**config.mk**
```make
export PLATFORM = sky130hd
export DESIGN_NAME = k_nns_result_reader
export DESIGN_NICKNAME = d
export VERILOG_FILES = /design/src/rtl/knn_pkg.sv /design/src/rtl/knn_entry_mux.sv /design/src/rtl/k_nns_result_reader.sv
export SDC_FILE = /design/constraint.sdc
export NUM_CORES = 1
export LEC_CHECK = 0
export ABC_CLOCK_PERIOD_IN_PS = 2700
export CAP_MARGIN = 20
export CORE_AREA = 2 2 235 237
export CTS_CLUSTER_DIAMETER = 40
export CTS_CLUSTER_SIZE = 16
export DETAILED_ROUTE_END_ITERATION = 10
export DIE_AREA = 0 0 237 239
export PLACE_DENSITY = 0.77
export RECOVER_POWER = 25
export SLEW_MARGIN = 15
export SYNTH_ARGS = -nofsm -noshare
export SYNTH_HDL_FRONTEND = slang
export SYNTH_SLANG_ARGS = --single-unit
```
**constraint.sdc**
```tcl
create_clock -name clk -period 2.7 [get_ports clk]
set_input_delay 0.27 -clock clk [delete_from_list [all_inputs] [get_ports clk]]
set_output_delay 0.27 -clock clk [all_outputs]
set_load 0.05 [all_outputs]
```
**src/rtl/knn_pkg.sv**
```systemverilog
// Shared types and sizing for the k-NN result reader: point layout, packed
// result vector, FSM state encoding and the entry-extraction helper.
package knn_pkg;

  localparam int W     = 32;
  localparam int K     = 8;
  localparam int CW    = 16;
  localparam int IDX_W = (K > 1) ? $clog2(K) : 1;
  localparam int VEC_W = 2 * W * K;

  // x sits in the upper half so a point matches one slice of the core's result bus.
  typedef struct packed {
    logic [W-1:0] x;
    logic [W-1:0] y;
  } point_t;

  typedef logic [K-1:0][2*W-1:0] knn_vec_t;

  typedef enum logic [1:0] {
    ST_IDLE    = 2'd0,
    ST_SCAN    = 2'd1,
    ST_CAPTURE = 2'd2,
    ST_EMIT    = 2'd3
  } knn_state_e;

  function automatic point_t knn_get_entry(input knn_vec_t vec,
                                           input logic [IDX_W-1:0] idx);
    return point_t'(vec[idx]);
  endfunction

endpackage

```
**src/rtl/knn_entry_mux.sv**
```systemverilog
// Combinational K:1 selector picking one snapshot entry by rank.
module knn_entry_mux
  import knn_pkg::*;
(
  input  logic [VEC_W-1:0] i_vec,
  input  logic [IDX_W-1:0] i_rank,
  output point_t           o_pt
);

  always_comb begin
    o_pt = knn_get_entry(knn_vec_t'(i_vec), i_rank);
  end

endmodule

```
**src/rtl/k_nns_result_reader.sv**
```systemverilog
// Counts points of one k-NN search, snapshots the core's result vector and
// streams the min(n_points, K) entries out. KNN_RD_REVERSE_EN: farthest-first.
module k_nns_result_reader
  import knn_pkg::*;
(
  input  logic             clk,
  input  logic             rst_n,
  input  logic             start,
  input  logic [CW-1:0]    n_points,
  input  logic             pt_valid,
  input  logic [VEC_W-1:0] knn_in,
  output logic             out_valid,
  input  logic             out_ready,
  output logic [W-1:0]     out_x,
  output logic [W-1:0]     out_y,
  output logic [IDX_W-1:0] out_idx,
  output logic             out_last,
  output logic             busy,
  output logic             done,
  output knn_state_e       dbg_state
);

  // Output stream: a beat transfers on a cycle where out_valid && out_ready;
  // once raised, out_valid and the payload hold until that transfer happens.

  knn_state_e       r_state;
  knn_state_e       w_state_nxt;
  logic [CW-1:0]    r_n;
  logic [CW-1:0]    r_e;
  logic [CW-1:0]    r_cnt;
  logic [VEC_W-1:0] r_snap;
  logic [IDX_W-1:0] r_rank;
  logic             r_done;

  logic [CW-1:0]    w_cnt_inc;
  logic             w_fire;
  logic             w_last;
  logic [IDX_W-1:0] w_rank_first;
  logic [IDX_W-1:0] w_rank_next;
  point_t           w_pt;

  assign w_cnt_inc = r_cnt + CW'(1);
  assign w_fire    = (r_state == ST_EMIT) && out_ready;

`ifdef KNN_RD_REVERSE_EN
  assign w_rank_first = IDX_W'(r_e - CW'(1));
  assign w_rank_next  = r_rank - IDX_W'(1);
  assign w_last       = (r_rank == '0);
`else
  assign w_rank_first = '0;
  assign w_rank_next  = r_rank + IDX_W'(1);
  assign w_last       = (CW'(r_rank) == (r_e - CW'(1)));
`endif

  knn_entry_mux u_mux (
    .i_vec  (r_snap),
    .i_rank (r_rank),
    .o_pt   (w_pt)
  );

  always_ff @(posedge clk or negedge rst_n) begin
    if (!rst_n) r_state <= ST_IDLE;
    else        r_state <= w_state_nxt;
  end

  always_comb begin
    w_state_nxt = r_state;
    case (r_state)
      ST_IDLE:    if (start && (n_points != '0)) w_state_nxt = ST_SCAN;
      ST_SCAN:    if (pt_valid && (w_cnt_inc == r_n)) w_state_nxt = ST_CAPTURE;
      ST_CAPTURE: w_state_nxt = ST_EMIT;
      ST_EMIT:    if (w_fire && w_last) w_state_nxt = ST_IDLE;
      default:    w_state_nxt = ST_IDLE;
    endcase
  end

  always_ff @(posedge clk or negedge rst_n) begin
    if (!rst_n) begin
      r_n    <= '0;
      r_e    <= '0;
      r_cnt  <= '0;
      r_snap <= '0;
      r_rank <= '0;
      r_done <= 1'b0;
    end else begin
      r_done <= ((r_state == ST_IDLE) && start && (n_points == '0)) || (w_fire && w_last);
      if ((r_state == ST_IDLE) && start) begin
        r_n   <= n_points;
        r_e   <= (n_points < CW'(K)) ? n_points : CW'(K);
        r_cnt <= '0;
      end
      if ((r_state == ST_SCAN) && pt_valid) r_cnt <= w_cnt_inc;
      // knn_in is only trusted one cycle after the final point was absorbed.
      if (r_state == ST_CAPTURE) begin
        r_snap <= knn_in;
        r_rank <= w_rank_first;
      end
      if (w_fire && !w_last) r_rank <= w_rank_next;
    end
  end

  always_comb begin
    out_valid = 1'b0;
    out_x     = '0;
    out_y     = '0;
    out_idx   = '0;
    out_last  = 1'b0;
    if (r_state == ST_EMIT) begin
      out_valid = 1'b1;
      out_x     = w_pt.x;
      out_y     = w_pt.y;
      out_idx   = r_rank;
      out_last  = w_last;
    end
    busy      = (r_state != ST_IDLE);
    done      = r_done;
    dbg_state = r_state;
  end

endmodule

```
==> results.md <==
* Leakage power at about 15 nW
* Worst-skew pair later-pin latency at 630 ps
* Post-synth cell types at 60
* Via Count at 17,800
* Worst slew pin tran at 1860 ps
* Power density over the cells at 1250 mW/mm2
* FMAX at 335 MHz
* Post-synthesis sequential area ratio at between 50 and 60%
* Most common cell in the netlist: dfrtp_1
* GRT Util Overall at approximately 28%
* Seq. cell area at roughly 0.014 mm2
* Outcome: complete, but fails checks
* Final min period at 2990 ps
* CTS tree: yes
* Maximum vdd drop at 0.000743 V
* Row cnt at 86
* Area taken by multi-input logic gates at ~0.011 mm2
* Root buffer cell: clkbuf_16
* H-Tree Depth at 3
* Synth top area share at 54.8%
* Setup WS post-layout at -289 ps
* Hpwl dp at 51.9 mm
* EDFF count, synth at 0
* Final setup vio count at 39
* Via density at approximately 5.6
* Total power at around 46 mW
* Final Hold Viols at 0
* Most instantiated cells after synthesis: dfrtp_1 (566), mux2_2 (513), mux4_2 (128), nor2_1 (91), clkbuf_1 (84)
* Mapped cell area at 0.0259 mm2
* Die width at 237 um
* Maxcap violations at 1
* Syn Inst Count at approximately 1,700
* Top cell type by total area after synthesis: dfrtp_1
* Most common flop cell mapped by yosys: dfrtp_1
* Vias in the first global route at 19,800
* YS warnings at 0
* Drt drc at 0
* Worst Setup End Kind: output port
* Max Slew Vio Count at 61
* Fraction of layout cells with a size suffix above 1 at roughly two fifths
* Critical path fanouts, max at 5
* Yosys reg bits at 566
* CTS max path bufs at 3
* Failing checks: capacitance limit, slew limit, setup timing
* Routed Wire Length at 77.7 mm
* Fin crit share at 111%
* Worst Hold Class: primary input to flip-flop
* Synthesized net count at 2,276
* Pin count of the biggest net entering global routing at 99
* Die area at 0.0566 mm2
* Max Clock Skew at around 14 ps
* Total CTS buffers at just under 90
* Fillcell total at approximately 3,700
* Worst Path Arrival at between 2000 and 3000 ps
* Die H at 239 um
* Setup TNS at -3140 ps
* RSZ-0062 raised after global routing: yes
* DR iter-0 viols at 971
* Drt pass-1 iters at 4
* Core box area at 0.0543 mm2
* Nets@finish at 2,933
* Initial antenna violation count at 33
* Critical path class: flip-flop to output port
* Layout area overhead at 43.1%
* CP Launch Type: flip-flop
* Clock transition at the registers of the reported paths at 60 ps
* Async S/R FF share, synth at 100%
* Slew HR at -24.2%
* Ports at 606
* CTS sink cnt at 566
* Data required, critical path at ~2400 ps
* Routed Antenna Nets at 0
* Buffers on Ports at 605
* Avg Cell Area, Syn at 14.9 um2
* Synth top area cells: dfrtp_1 (55%), mux2_2 (22%), mux4_2 (11%), mux2i_1 (2.6%), nor2_1 (1.3%)
* First-pass GRT wire length at 118 mm
* Starting density of the core at 47.6%
* Grt ovf at 0
* Routability cong. at 0.884
* WL per Instance at 24.3 um
==> through the flow <==
stage / instance area (um2) / util (%) / hold WS, ps / setup slack [ps] / cells
3_3_place_gp: 32900 / 60.5 / 298 / 143 / 2972
3_5_place_dp: 32900 / 60.5 / 301 / 114 / 2972
4_1_cts: 37100 / 68.2 / 175 / -287 / 3171
5_1_grt: 37000 / 68.1 / 206 / -375 / 3195
6_report: 37000 / 68.1 / 209 / -289 / 3196
2_1_floorplan: 25900 / - / -25.6 / -132 / 1735
==> worst paths after layout <==
| path | start | end | slack [ps] | cells after the start |
|---|---|---|---|---|
| worst max register to register | r_cnt[1]$_DFFE_PN0P_ | dbg_state[1]$_DFFE_PN0P_ | 90 | 9 |
| max in group asynchronous | rst_n | r_snap[60]$_DFFE_PN0P_ | 150 | 4 |
| worst min-delay path | n_points[5] | r_n[5]$_DFFE_PN0P_ | 210 | 3 |
| worst min register to register | r_e[13]$_DFFE_PN0P_ | r_e[13]$_DFFE_PN0P_ | 490 | 1 |
| min in group asynchronous | rst_n | r_snap[91]$_DFFE_PN0P_ | 660 | 2 |
| worst max-delay path | r_rank[0]$_DFFE_PN0P_ | out_last | -290 | 7 |
==> power by group <==
group	leakage (nW)	switching, mW	total (mW)	internal, mW
clock	1.50	4.45	11.8	7.37
combinational	6.72	8.41	19.3	10.9
sequential	6.71	2.36	15.1	12.7
==> routing by layer <==
layer	GRT usage (%)	share of wire [%]
met1	33.8	39
met2	45.9	51
met3	6.51	6.2
met4	14.1	4.5
met5	0	0.11
==> critical path, cell delays in order (launching register included) <==
cell and delay, ps:
dfrtp_4 530, buf_4 200, nor3_1 200, o2111a_1 270
nand2_1 60, or4_4 560, nor2_4 140, buf_12 140
==> flip-flops by register name (all words and copies together), names as in the netlist <==
register and cells:
r_e 16, r_rank 3, r_snap 512, dbg_state 2, r_cnt 16, r_n 16, done 1
==> timing repair <==
action                                  in CTS  in global routing
gates resized for setup                    107                 22
endpoints found under the setup margin      63                 65
pin swaps                                   14                 17
buffers inserted                            19                  4
cloned                                      16                  0
hold endpoints to repair                    51                  0
hold buffers                                 1                  0
==> cells by family after synthesis <==
| group | after synthesis | share of synthesized area [%] |
|---|---|---|
| buf+inv | 132 | 1.98 |
| compound gates | 64 | 1.64 |
| mux | 710 | 36.2 |
| simple gates | 232 | 4.27 |
| flops | 566 | 54.8 |
| xor+xnor | 23 | 0.779 |
| fa+ha+maj | 8 | 0.387 |
==> cells in the final DEF (no fill, tap or decap), types with 10 or more instances in the layout <==
cell type          n
inv_6             10
buf_12            27
nor2_1            88
clkinvlp_4        13
inv_1             10
clkdlybuf4s50_1  535
mux2_2           513
dfrtp_1          560
diode_2           27
buf_16            17
and2_1            15
mux2i_1           66
nand2_1           69
buf_6             62
clkbuf_16         90
o21ai_0           29
buf_4             32
xnor2_1           14
mux4_2           128
==> layout make-up <==
class / count / area share (%)
Sequential cell: 566 / 38.3
Clock buffer: 104 / 6.47
Inverter: 13 / 0.132
Multi-Input combinational cell: 1037 / 30.5
Tap cell: 704 / 2.38
Clock inverter: 59 / 1.99
Timing Repair Buffer: 686 / 20.0
Antenna cell: 27 / 0.183
Power figures use the tool's default switching activity.
